--- src/rtl/multi_debouncer_pkg.sv ---
// Shared types and sizing helpers for the multi-channel debouncer.
package multi_debouncer_pkg;

  typedef enum logic [1:0] {
    IDLE    = 2'b00,
    CONF_HI = 2'b01,
    PRESSED = 2'b10,
    CONF_LO = 2'b11
  } dbState_e;

  // Width of the per-channel tick counter: it must hold the larger of the
  // stability and long-press targets without wrapping.
  function automatic int cntWidth(input int stableTicks, input int longTicks);
    int maxTicks;
    maxTicks = (stableTicks > longTicks) ? stableTicks : longTicks;
    return (maxTicks < 1) ? 1 : $clog2(maxTicks + 1);
  endfunction

  // Width of the shared prescaler, which counts 0..tickDiv-1.
  function automatic int prescWidth(input int tickDiv);
    return (tickDiv < 2) ? 1 : $clog2(tickDiv);
  endfunction

endpackage

--- src/rtl/debounce_channel.sv ---
// One debounced button: synchroniser, four-state qualification FSM,
// tick counter and registered level/pulse outputs.
module debounce_channel #(
  parameter int STABLE_TICKS = 3,
  parameter int LONG_TICKS   = 100,
  parameter int SYNC_STAGES  = 2,
  parameter bit ACTIVE_LOW   = 1'b0
) (
  input  logic clk,
  input  logic reset,
  input  logic tick_i,
  input  logic button_i,
  output logic level_o,
  output logic press_o,
  output logic release_o,
  output logic longPress_o
);
  import multi_debouncer_pkg::*;

  localparam int CW = cntWidth(STABLE_TICKS, LONG_TICKS);
  localparam logic [CW-1:0] STABLE_C = CW'(STABLE_TICKS);
  localparam logic [CW-1:0] LONG_C   = CW'(LONG_TICKS);

  logic [SYNC_STAGES-1:0] sync_q;
  logic                   sIn;
  dbState_e               state_q, state_d;
  logic [CW-1:0]          cnt_q, cnt_d, cntInc;
  logic                   level_q, level_d;
  logic                   press_q, press_d;
  logic                   release_q, release_d;
  logic                   longPress_q, longPress_d;

  assign sIn    = sync_q[SYNC_STAGES-1] ^ ACTIVE_LOW;
  assign cntInc = cnt_q + CW'(1);

  // Shift the raw pad value through the synchroniser chain; reset to the idle pad level.
  always_ff @(posedge clk or posedge reset) begin
    if (reset) begin
      sync_q <= {SYNC_STAGES{ACTIVE_LOW}};
    end else begin
      sync_q <= {sync_q[SYNC_STAGES-2:0], button_i};
    end
  end

  // Next-state logic: any disagreement with the confirming direction aborts
  // immediately, even when it coincides with a tick.
  always_comb begin
    state_d     = state_q;
    cnt_d       = cnt_q;
    level_d     = level_q;
    press_d     = 1'b0;
    release_d   = 1'b0;
    longPress_d = 1'b0;
    unique case (state_q)
      IDLE: begin
        if (sIn) begin
          state_d = CONF_HI;
          cnt_d   = '0;
        end
      end
      CONF_HI: begin
        if (!sIn) begin
          state_d = IDLE;
          cnt_d   = '0;
        end else if (tick_i) begin
          if (cntInc == STABLE_C) begin
            state_d = PRESSED;
            cnt_d   = '0;
            level_d = 1'b1;
            press_d = 1'b1;
          end else begin
            cnt_d = cntInc;
          end
        end
      end
      PRESSED: begin
        if (!sIn) begin
          state_d = CONF_LO;
          cnt_d   = '0;
        end else if (tick_i && (cnt_q != LONG_C)) begin
          cnt_d = cntInc;
          if (cntInc == LONG_C) begin
            longPress_d = 1'b1;
          end
        end
      end
      CONF_LO: begin
        if (sIn) begin
          state_d = PRESSED;
          cnt_d   = '0;
        end else if (tick_i) begin
          if (cntInc == STABLE_C) begin
            state_d   = IDLE;
            cnt_d     = '0;
            level_d   = 1'b0;
            release_d = 1'b1;
          end else begin
            cnt_d = cntInc;
          end
        end
      end
      default: begin
        state_d = IDLE;
        cnt_d   = '0;
        level_d = 1'b0;
      end
    endcase
  end

  // Register FSM state, counter and all outputs.
  always_ff @(posedge clk or posedge reset) begin
    if (reset) begin
      state_q     <= IDLE;
      cnt_q       <= '0;
      level_q     <= 1'b0;
      press_q     <= 1'b0;
      release_q   <= 1'b0;
      longPress_q <= 1'b0;
    end else begin
      state_q     <= state_d;
      cnt_q       <= cnt_d;
      level_q     <= level_d;
      press_q     <= press_d;
      release_q   <= release_d;
      longPress_q <= longPress_d;
    end
  end

  assign level_o     = level_q;
  assign press_o     = press_q;
  assign release_o   = release_q;
  assign longPress_o = longPress_q;

endmodule

--- src/rtl/multi_debouncer.sv ---
// Multi-channel push-button debouncer: shared sample-tick prescaler plus
// one independent debounce_channel per input.
module multi_debouncer #(
  parameter int CHANNELS     = 4,
  parameter int TICK_DIV     = 500000,
  parameter int STABLE_TICKS = 3,
  parameter int LONG_TICKS   = 100,
  parameter int SYNC_STAGES  = 2,
  parameter bit ACTIVE_LOW   = 1'b0
) (
  input  logic                clk,
  input  logic                reset,
  input  logic [CHANNELS-1:0] button_i,
  output logic [CHANNELS-1:0] level_o,
  output logic [CHANNELS-1:0] press_o,
  output logic [CHANNELS-1:0] release_o,
  output logic [CHANNELS-1:0] long_press_o,
  output logic                tick_o
);
  import multi_debouncer_pkg::*;

  localparam int PW = prescWidth(TICK_DIV);
  localparam logic [PW-1:0] TICK_LAST = PW'(TICK_DIV - 1);

  logic [PW-1:0] presc_q, presc_d;
  logic          tick_q, tick_d;

  // Prescaler wraps at TICK_DIV-1; tick is registered so it is high exactly
  // while the count sits at its last value.
  always_comb begin
    presc_d = (presc_q == TICK_LAST) ? '0 : presc_q + PW'(1);
    tick_d  = (presc_d == TICK_LAST);
  end

  // Register the prescaler and its strobe.
  always_ff @(posedge clk or posedge reset) begin
    if (reset) begin
      presc_q <= '0;
      tick_q  <= 1'b0;
    end else begin
      presc_q <= presc_d;
      tick_q  <= tick_d;
    end
  end

  assign tick_o = tick_q;

  for (genvar ch = 0; ch < CHANNELS; ch++) begin : gChannel
    debounce_channel #(
      .STABLE_TICKS(STABLE_TICKS),
      .LONG_TICKS  (LONG_TICKS),
      .SYNC_STAGES (SYNC_STAGES),
      .ACTIVE_LOW  (ACTIVE_LOW)
    ) uChannel (
      .clk        (clk),
      .reset      (reset),
      .tick_i     (tick_q),
      .button_i   (button_i[ch]),
      .level_o    (level_o[ch]),
      .press_o    (press_o[ch]),
      .release_o  (release_o[ch]),
      .longPress_o(long_press_o[ch])
    );
  end

endmodule
--- config.mk ---
export PLATFORM = sky130hd
export DESIGN_NAME = multi_debouncer
export DESIGN_NICKNAME = d
export VERILOG_FILES = /design/src/rtl/multi_debouncer_pkg.sv /design/src/rtl/debounce_channel.sv /design/src/rtl/multi_debouncer.sv
export SDC_FILE = /design/constraint.sdc
export NUM_CORES = 1
export LEC_CHECK = 0
export ABC_AREA = 1
export ABC_CLOCK_PERIOD_IN_PS = 5800
export BUFFER_PORTS_ARGS = -buffer_cell sky130_fd_sc_hd__buf_2
export CORE_MARGIN = 8
export CORE_UTILIZATION = 40
export DETAILED_ROUTE_END_ITERATION = 8
export GPL_ROUTABILITY_DRIVEN = 0
export HOLD_SLACK_MARGIN = 0.03
export PLACE_DENSITY = 0.58
export RECOVER_POWER = 50
export SYNTH_ARGS = -nofsm -noshare
export SYNTH_HDL_FRONTEND = slang
export SYNTH_SLANG_ARGS = --single-unit
--- constraint.sdc ---
create_clock -name clk -period 5.8 [get_ports clk]
set_clock_uncertainty 0.05 [all_clocks]
set_input_delay 0 -clock clk [delete_from_list [all_inputs] [get_ports clk]]
set_output_delay 0 -clock clk [all_outputs]
set_load 0.03 [all_outputs]
# After elaboration in Yosys (flattened, before gate mapping)
# Cells that the tools add are included.
# totals
word_cells,274
output_inout_bits,17
reg_bits,80
# classes
n_eq_ne,78
n_reduce_logical,24
mux,137
add_sub_neg,5
# ops
op,count
$mux 7,28
$pmux 7 s4,4
$mux 1,64
$mux 2,32
$eq 19x19->1 const B,2
$ne 3x3->1 const B,12
$ne 2x1->1 const B,16
$ne 2x2->1 const B,16
$pmux 2 s4,4
$add 7x1->7 const B,4
$eq 7x2->1 const B,4
$eq 7x7->1 const B,4
$ne 7x7->1 const B,4
$reduce_and 7->1,4
$reduce_and 6->1,4
$add 19x1->19 const B,1
$mux 19,1
$eq 2x2->1 const B,8
$ne 3x1->1 const B,4
$ne 3x2->1 const B,4
$eq 2x1->1 const B,4
$logic_not 2->1,4
$pmux 1 s2,4
$reduce_and 2->1,4
other kinds (2),8

# Depth between registers and ports, before layout
# logic_depth
word_depth,6
depth_mapped,13
mapped_depth_nobuf,13

# Cells and area by module
# A second synthesis with hierarchy kept.
# hier_totals
hier_cells,748
hier_area_um2,5439.0
# modules_own_cells
mod,cells_per_inst,n_inst,area_each_um2
debounce_channel,138,4,1034.7
multi_debouncer,196,1,1300.0

# Worst setup path before layout
# OpenSTA, ideal clock, no wires.
# synth_path
path_kind,register to register
start,reg gChannel[3].uChannel.cnt_q[0]
end,reg (tool-made name)
slack_ns,4.083
stages_incl_launch_ff,11
required_ns,5.633
n_path_buf,0
t_arrival_ns,1.550
cell_sequence,dfrtp_1 ha_1 nand3_1 xor2_1 nand3_1 nor2_2 nand2_2 nand2_1 nand3_1 nand2_1 nand2_1
# synth_lines
item,line,source
"start, declared",debounce_channel.sv:27,"logic [CW-1:0] cnt_q, cnt_d, cntInc;"
"start signal, assigned",debounce_channel.sv:121,cnt_q <= cnt_d;

# Final worst setup path
# layout_path
start,reg tick_q (netlist: tick_o)
end,reg gChannel[0].uChannel.cnt_q[3]
# layout_between
elab_chain_cells,3
# layout_rtl
item,line,source
"start, declared",multi_debouncer.sv:26,"logic tick_q, tick_d;"
"start signal, assigned",multi_debouncer.sv:42,tick_q <= tick_d;
$mux 7 / $logic_and 1x1->1 (equally long branches),n/a,
"$mux 7, or another cell as far along",n/a,
$pmux 7 s4 / $reduce_and 2->1 (equally long branches),n/a,
"end signal, assigned",debounce_channel.sv:121,
"end, declared",debounce_channel.sv:27,
# Several ways; a longest one is shown, not always the timed one.
# A chain may end at the register's enable or synchronous reset.

==> results.py <==
metrics = {
    "pwr": {
        "power.leakage_nw": 2.77,
        "powerDensity_nw_per_um2": 273,
        "irDropWorstVdd_v": 0.000113,
    },
    "clock_tree": {
        "cts_inserted_buffers": 9,
        "cts_root_buffer": "clkbuf_16",
        "htree_levels": 3,
        "post_cts_buffers": 0,
        "clkSinkCount": 80,
        "ctsLongestPathBuffers": 2,
        "tritoncts": "done",
        "insertion_delay_ps": 340,
        "clk_pin_slew_worst_paths_ps": 60,
    },
    "floorplan": {
        "core-area_um2": 12100,
        "die_height_um": 128,
        "pin_count": 23,
        "dieArea_um2": 16300,
        "rows": 40,
        "start_util_pct": 41.2,
        "fp.dieW_um": 128,
    },
    "layout": {
        "seqCellArea_um2": 2000,
        "multi_input_area_um2": 2420,
        "final_util_pct": 45.1,
        "area_delta_synth_final_pct": 9.63,
        "final_layout_size_suffix_gt1_share_pct": 6.55,
        "fillers": 1276,
        "antenna_cells": 0,
        "nets": 735,
    },
    "synth": {
        "synthTopCellsByArea": "dfrtp_1, nand2_1, inv_1",
        "synth_area_um2": 4990,
        "synthAdderAreaFrac_pct": 3.76,
        "ys_ff_latch": 80,
        "synth_top_area_share_pct": 40.1,
        "synth_mux_area_share_pct": 0,
        "ys_top_cells_by_count": "nand2_1, inv_1, nor2_1",
        "postSynthNetCount": 718,
        "postSynthAreaPerCell_um2": 7.16,
        "synthesis.instances": 697,
        "synthArstFlopShare_pct": 100,
        "synthSimpleGateAreaFrac_pct": 32.9,
        "ys_seq_area_share_pct": 40.1,
        "yosysWarnings": 0,
        "yosys.cell_count.top_type": "nand2_1",
        "synth_top_family_by_area": "simple AND/OR/NAND/NOR gates",
        "yosysUniqueCellTypes": 41,
        "synth_compound_area_share_pct": 8.93,
        "ys.flop_type": "dfrtp_1",
        "synth_edf_count": 0,
        "synth-xor-area-share_pct": 2.96,
        "yosysTopAreaCell": "dfrtp_1",
    },
    "timing": {
        "fmax_mhz": 399,
        "maxSlewViolCount": 0,
        "layout_min_cycle_time_ps": 2510,
        "setup_violations": 0,
        "fin_ws_ps": 3290,
        "final.setup.tns_ps": 0,
        "tightest_slew_ps": 1010,
        "slew_headroom_pct": 32.5,
        "worst_hold_slack_ps": 243,
        "hold_viol": 0,
        "rsz0062_at_grt": "false",
        "fin_crit_sh_pct": 43.2,
    },
    "detailed_routing": {
        "wirelength_um": 10600,
        "wire_per_inst_um": 12.0,
        "drcViolationCount": 0,
        "drt_iter0_drc": 345,
        "ant_nets": 0,
        "vias": 4299,
        "vias_per_cell": 4.85,
        "drtPass1Iterations": 5,
    },
    "worst_setup_path": {
        "crit_path_start_kind": "flop",
        "worst_setup_path_end_kind": "flop",
        "criticalPathCategory": "reg2reg",
        "r2r_cells": 8,
        "arrival_ps": 2740,
        "path_max_fanout": 27,
        "required_ps": 6040,
    },
    "placed_design": {
        "io_buffers": 22,
        "hpwl_um": 7700,
        "pre_cts_ws_ps": 3330,
    },
    "min_path": {
        "hold_path_depth": 2,
        "hp-class": "in2reg",
    },
    "global_route": {
        "grt.total_usage_pct": 14.2,
        "grt_pass1_wl_um": 18900,
        "grt-ovfl-total": 0,
        "grt_max_degree": 81,
        "antenna_found_initial": 0,
        "grt_pass1_vias": 4148,
    },
    "job": {
        "drv_cap": 0,
    },
    "status": {
        "outcome": "finished, final reports clean",
    },
}
-- path summary, 6_finish.rpt --
check / start / to / slack, ps
setup / recovery: tick_o / gChannel[0].uChannel.cnt_q[3] / 3290
hold / removal: button_i[3] / gChannel[3].uChannel.sync_q[0] / 240
setup reg to reg: tick_o / gChannel[0].uChannel.cnt_q[3] / 3290
max in group asynchronous: reset / gChannel[1].uChannel.level_o / 4550
hold reg to reg: gChannel[1].uChannel.sync_q[0] / gChannel[1].uChannel.sync_q[1] / 300
min in group asynchronous: reset / presc_q[12] / 480
-- timing repair --
| item | in CTS | in global routing |
|---|---|---|
| resized for setup | 0 | 0 |
| endpoints found under the hold margin | 84 | 0 |
| hold buffers | 5 | 0 |
-- cell type report --
| type | instances | area share [%] |
|---|---|---|
| timing repair buffer | 28 | 2.70 |
| sequential | 80 | 36.6 |
| multi-input combinational | 484 | 44.3 |
| clock buffer | 15 | 4.90 |
| inverter | 111 | 7.64 |
| tap | 168 | 3.84 |
-- per-layer routing --
layer  global-route usage, %  share of wire, %
met2                    23.3                48
met1                    17.1                46
met3                    3.20               4.2
met5                       0                 0
met4                    7.20               2.2
-- metrics by stage --
step | total power [W] | instance area [um^2] | std cells
finish | 0.00149 | 5470 | 886
global route | 0.00159 | 5470 | 886
CTS | 0.00151 | 5490 | 886
detailed placement | 0.000968 | 5170 | 866
global placement | 0.000962 | 5170 | 866
floorplan | 0.000886 | 4990 | 697
-- cells in the final DEF (no fill, tap or decap), types with 3 or more instances in the layout --
cell type      instances
nand2_2                4
ha_1                  15
o21ai_0               38
clkbuf_1              20
nand3_2                4
inv_1                108
xor2_1                13
nand3_1               60
buf_2                  6
o31ai_1                3
nor3_1                 9
o21ai_1                6
dlygate4sd3_1          5
nand2_1              182
clkbuf_16              9
o22ai_1                4
nor2_2                 8
dfrtp_1               80
nand4_1                6
nor2_1                89
a21oi_1               14
o211ai_1               3
-- flip-flops by register name (all words and copies together), names as in the netlist, named ones only --
register                       count
gChannel.uChannel.release_o        4
gChannel.uChannel.longPress_o      4
gChannel.uChannel.level_o          4
presc_q                           19
gChannel.uChannel.cnt_q           28
gChannel.uChannel.state_q          4
gChannel.uChannel.press_o          4
tick_o                             1
gChannel.uChannel.sync_q           8
-- cell families after synthesis --
group | Yosys count
AOI/OAI and AO/OA | 78
xor gates and xnor gates | 16
adders and majority gates | 15
buffers and inverters | 133
DFF | 80
and+or+nand+nor | 375
-- where the power goes --
group,internal [W],total (W),switching [W]
Sequential,0.000593,0.000641,0.0000484
Clock,0.000312,0.000527,0.000216
Combinational,0.0000957,0.000323,0.000228
Total,0.00100,0.00149,0.000492
-- worst max-delay path, stage by stage (launching register included) --
cell and delay (ps):
dfrtp_1 920, inv_1 520, nor2_1 280, o31ai_1 110, nand2_2 160, inv_1 140, nor3_1 150, o21ai_1 80
inv_1 50
(Power assumes the default switching activity.)
